**config.mk**
```make
export PLATFORM = sky130hd
export DESIGN_NAME = arbitri_8ne1
export DESIGN_NICKNAME = d
export VERILOG_FILES = /design/src/rtl/arb_pkg.sv /design/src/rtl/rr_zgjedhes.sv /design/src/rtl/arbitri_8ne1.sv
export SDC_FILE = /design/constraint.sdc
export NUM_CORES = 1
export LEC_CHECK = 0
export CAP_MARGIN = 20
export CORE_ASPECT_RATIO = 1.4
export CORE_MARGIN = 8
export CORE_UTILIZATION = 38
export CTS_CLUSTER_DIAMETER = 50
export DETAILED_ROUTE_END_ITERATION = 8
export PLACE_DENSITY = 0.67
export REMOVE_ABC_BUFFERS = 1
export SYNTH_ARGS = -nofsm -noshare
export SYNTH_HDL_FRONTEND = slang
export SYNTH_HIERARCHICAL = 1
export SYNTH_SLANG_ARGS = --single-unit
```
**constraint.sdc**
```tcl
create_clock -name Clock -period 9.65 [get_ports Clock]
set_input_delay 1.93 -clock Clock [delete_from_list [all_inputs] [get_ports Clock]]
set_output_delay 1.93 -clock Clock [all_outputs]
set_load 0.03 [all_outputs]
```
**src/rtl/arb_pkg.sv**
```systemverilog
// rtl/arb_pkg.sv - shared types, constants and round-robin search helper for arbitri_8ne1
package arb_pkg;

    typedef enum logic {
        PRITJE = 1'b0,
        LEJE   = 1'b1
    } state_t;

    localparam int N_HYRJE = 8;
    localparam int SEL_W   = 3;

    typedef struct packed {
        logic       found;
        logic [2:0] idx;
    } winner_t;

    // Scans start, start+1, ... mod 8; descending loop so the smallest offset wins.
    function automatic winner_t next_winner(input logic [7:0] req, input logic [2:0] start);
        winner_t    r;
        logic [2:0] k;
        r = '0;
        for (int i = 7; i >= 0; i--) begin
            k = start + 3'(i);
            if (req[k]) begin
                r.found = 1'b1;
                r.idx   = k;
            end
        end
        return r;
    endfunction

endpackage

```
**src/rtl/rr_zgjedhes.sv**
```systemverilog
// rtl/rr_zgjedhes.sv - combinational rotate-priority encoder: first unmasked request from start
module rr_zgjedhes
    import arb_pkg::*;
(
    input  logic [7:0] req,
    input  logic [2:0] start,
    input  logic [7:0] mask,
    output logic       valid,
    output logic [2:0] idx
);

    winner_t w;

    assign w     = next_winner(req & ~mask, start);
    assign valid = w.found;
    assign idx   = w.idx;

endmodule

```
**src/rtl/arbitri_8ne1.sv**
```systemverilog
// rtl/arbitri_8ne1.sv - 8-requester round-robin arbiter with bounded hold driving the 8-to-1 select
// Optional grant lock via Bllokim when ARB_LOCK_EN is defined.
module arbitri_8ne1
    import arb_pkg::*;
#(
    parameter int MAX_MBAJTJE = 4
) (
    input  logic       Clock,
    input  logic       Reset_n,
    input  logic [7:0] Kerkesa,
    input  logic       Bllokim,
    output logic [7:0] Leje,
    output logic [2:0] S,
    output logic       Aktiv,
    output logic [2:0] Fitues
);

    localparam logic [3:0] CNT_MAX = 4'(MAX_MBAJTJE - 1);

    state_t     state_q, state_d;
    logic [7:0] leje_q, leje_d;
    logic [2:0] s_q, s_d;
    logic [2:0] ptr_q, ptr_d;
    logic [3:0] cnt_q, cnt_d;

    logic       lock_w;
    logic [7:0] mask;
    logic       arb_valid;
    logic [2:0] arb_idx;

`ifdef ARB_LOCK_EN
    assign lock_w = Bllokim;
`else
    logic unused_bllokim;
    assign unused_bllokim = Bllokim;
    assign lock_w         = 1'b0;
`endif

    // While granted, ptr equals the winner, so excluding it makes the search a preemption search.
    assign mask = (state_q == LEJE) ? (8'd1 << s_q) : 8'd0;

    rr_zgjedhes u_zgjedhes (
        .req   (Kerkesa),
        .start (ptr_q + 3'd1),
        .mask  (mask),
        .valid (arb_valid),
        .idx   (arb_idx)
    );

    always_comb begin
        state_d = state_q;
        leje_d  = leje_q;
        s_d     = s_q;
        ptr_d   = ptr_q;
        cnt_d   = cnt_q;
        case (state_q)
            PRITJE: begin
                if (arb_valid) begin
                    state_d = LEJE;
                    leje_d  = 8'd1 << arb_idx;
                    s_d     = arb_idx;
                    ptr_d   = arb_idx;
                    cnt_d   = '0;
                end
            end
            LEJE: begin
                if (!Kerkesa[s_q] || (cnt_q == CNT_MAX && arb_valid && !lock_w)) begin
                    if (arb_valid) begin
                        leje_d = 8'd1 << arb_idx;
                        s_d    = arb_idx;
                        ptr_d  = arb_idx;
                        cnt_d  = '0;
                    end else begin
                        state_d = PRITJE;
                        leje_d  = '0;
                        cnt_d   = '0;
                    end
                end else if (!lock_w && cnt_q != CNT_MAX) begin
                    cnt_d = cnt_q + 4'd1;
                end
            end
            default: state_d = PRITJE;
        endcase
    end

    always_ff @(posedge Clock or negedge Reset_n) begin
        if (!Reset_n) begin
            state_q <= PRITJE;
            leje_q  <= '0;
            s_q     <= '0;
            ptr_q   <= 3'd7;
            cnt_q   <= '0;
        end else begin
            state_q <= state_d;
            leje_q  <= leje_d;
            s_q     <= s_d;
            ptr_q   <= ptr_d;
            cnt_q   <= cnt_d;
        end
    end

    assign Leje   = leje_q;
    assign S      = s_q;
    assign Fitues = s_q;
    assign Aktiv  = (state_q == LEJE);

endmodule

```
==> results.md <==
* Worst EP arrival at 5070 ps
* Worst Hold Class: reg -> reg
* Final ANT Viol Nets at 0
* Mux contribution to synthesized area at 23.6%
* Vias/cell at 5.67
* Max-Cap Viols at 0
* Initial antenna violation count at 0
* Post-synth top area share at 19.5%
* Max clock buf depth at 2
* Area Growth Syn to Fin at 14.1%
* Seq cells post-synth at 19
* Final Setup Violations at 0
* First-pass GRT wire length at 8080 µm
* Crit path buffers/inverters at 1
* Initial Util at 39.6%
* PortBufs at 24
* DRT Pass-1 Iters at 4
* Vias in the first global route at 1773
* Number of I/O pins at 26
* Hold Vio Cnt, Final at 0
* Drt initial violations at 75
* RSZ-0062 raised after global routing: false
* CTS root buf: clkbuf_8
* Crit-path cells: clkdlybuf4s50_1, or2b_1, mux4_2, mux2i_1, nor4_1, nand3_1, a221o_1, o31ai_4, mux2_1
* Met2 usage at 24.4%
* Simple-Gate Fraction of Synth Area at 20.8%
* Number of post-CTS setup repair buffers at 0
* Synth Area in Compound Gates at 20.8%
* WS Path Type: in -> reg
* Post-DR wirelength/cell at 15.7 µm
* Filler Cell Count at 533
* Setup Skew at 2.97 ps
* Fmax at 203 MHz
* Syn Std Cell Area at 0.00206 mm²
* GR Layer Usage met1 at 12.4%
* Routing usage on met3 at 1.22%
* Register area share after synthesis at 23.3%
* Status: completed
* Ys async rst share at 100%
* Syn. warnings at 6
* Fin. max-slew vios at 0
* Largest net degree at the start of global routing at 20
* Post-cts sizing count at 0
* Largest family of logic cells by synthesized area: multiplexers
* Synth area leader: dfrtp_1
* Crit end category: flop
* Syn Inst Count at 224
* Maximum level of the CTS H-tree at 1
* CP Launch Type: input pin
* GRT Total Usage at 12.2%
* Slowest stage delay, CP at 570 ps
* Slew @ Worst Pin at 832 ps
* TritonCTS clock tree: yes
* Ratio of cells with drive above 1 in the final layout at 11.6%
* Gp weighted congestion at 0.848
* Chip width at 78.2 µm
* Sink Count at 19
* Yosys cell types at 56
* Design Area, Final at 0.00234 mm²
* Core area at 0.00520 mm²
* Max transition margin at 44.4%
* WP data required at 9790 ps
* Period utilisation layout at 51.1%
* CTS clock-pin slew for the worst setup and hold paths at 70 ps
* Post-synthesis adder-cell area fraction at 2.43%
* Global route overflow at 0
* Post-synth EDFFs at 0
* DIE AREA at 0.00805 mm²
* TNS Setup at 0 ps
* Crit-path leading delay family: compound AO/OA/AOI/OAI gates
* Ranking of synthesized cells by area: dfrtp_1 (19%), mux4_2 (8.8%), mux2i_1 (6.8%), nand2b_1 (4.3%), nor2b_1 (4.0%)
* Cell Area, Placed at 0.00230 mm²
* Most used DFF post-synth: dfrtp_1
* WL final at 4840 µm
* # rows at 31
* Total number of vias at 1745
* Hold Buf Count CTS at 0
* Hpwl dp at 3900 µm
* Most used routing layer: met2
* Vert. Die Dim at 103 µm
* Nets@finish at 258
* Min Tclk post-route at 4930 ps
* CP max FO at 14
* XOR/XNOR Fraction of Synth Area at 1.28%
* Clock latency at the later pin of the worst-skew pair at 260 ps
* Residual DRC count at 0
* Slowest cell on crit path: o31ai_4
* CTS Buf Count at 3
* Avg Inst Size Synth at 9.18 µm²
* Antenna diode count at 0
## cells in the final DEF (no fill, tap or decap), drive strengths merged, types with 2 or more instances in the layout
master         instances
clkdlybuf4s50         24
nor2                  17
inv                   17
dfrtp                 16
mux2i                 15
nand2                 14
nand2b                14
nor2b                 13
mux4                   9
mux2                   9
o32ai                  8
a21oi                  7
nand3                  7
o21ai                  6
o22ai                  5
or2b                   4
nor3                   4
ha                     4
a211oi                 4
nand4                  3
clkbuf                 3
dfstp                  3
a221oi                 3
a21boi                 3
and2                   3
a22oi                  2
a22o                   2
a221o                  2
a41oi                  2
o211ai                 2
xnor2                  2
o31ai                  2
clkinv                 2
## state kept, by name, indices dropped and copies added (netlist names)
name    flops
ptr_q       3
Aktiv       1
Leje        8
Fitues      3
cnt_q       4
## layer usage
metal	vias up	routed length [µm]
li1	874	-
met1	844	1990
met2	18	2650
met3	9	75
met4	0	118
met5	-	0
## worst reg2reg max path, stage by stage, from the launching register on
cell	delay, ps
dfstp_2	550
ha_1	390
inv_1	220
ha_1	610
mux4_2	440
mux2_2	330
nand2_1	80
a221oi_1	90
a221oi_2	260
o31a_1	340
inv_1	150
o32ai_1	310
## cell type report
class                      count  area [µm²]  share of cell area, %
sequential                    19         479                   20.4
inverter                      18        72.6                   3.09
clock inverter                 1        5.00                  0.213
tap                           66        82.6                   3.52
timing repair buffer          25         248                   10.6
multi-input combinational    176        1420                   60.4
clock buffer                   3        41.3                   1.76
## cell usage after synthesis, drive strengths merged, types with 7 or more instances
cell type,number
nand2,14
buf,11
inv,17
mux2,9
nand3,7
a21oi,7
mux2i,15
nor2,17
dfrtp,16
mux4,9
o32ai,8
nand2b,14
nor2b,13
## logic make-up after synthesis
| group | after synthesis |
|---|---|
| compound gates | 55 |
| xor+xnor | 3 |
| fa+ha+maj | 4 |
| buf+inv | 29 |
| flops | 19 |
| mux | 33 |
| simple gates | 81 |
## through the flow
stage	std cells	utilization, %	setup slack, ps	hold WS [ps]
floorplan	213	-	5350	521
global placement	304	44.2	4500	504
detailed placement	304	44.2	4470	510
CTS	308	45.1	4760	527
global route	308	45.1	4570	553
finish	308	45.1	4720	521
## path summary, 6_finish.rpt
check / endpoint / slack, ps / start / cells after the start
worst max-delay path: Fitues[2]$_DFFE_PN0P_ / 4720 / Kerkesa[2] / 9
worst min-delay path: Leje[1]$_DFFE_PN0P_ / 520 / Leje[1]$_DFFE_PN0P_ / 2
worst max register to register: Leje[3]$_DFFE_PN0P_ / 5780 / ptr_q[0]$_DFFE_PN1P_ / 11
worst min register to register: Leje[1]$_DFFE_PN0P_ / 520 / Leje[1]$_DFFE_PN0P_ / 2
max in group asynchronous: cnt_q[3]$_DFFE_PN0P_ / 6980 / Reset_n / 1
min in group asynchronous: Leje[3]$_DFFE_PN0P_ / 2150 / Reset_n / 1
Power is not shown: default switching activity piles up to over one toggle a cycle in this logic, so the estimate is an artifact.
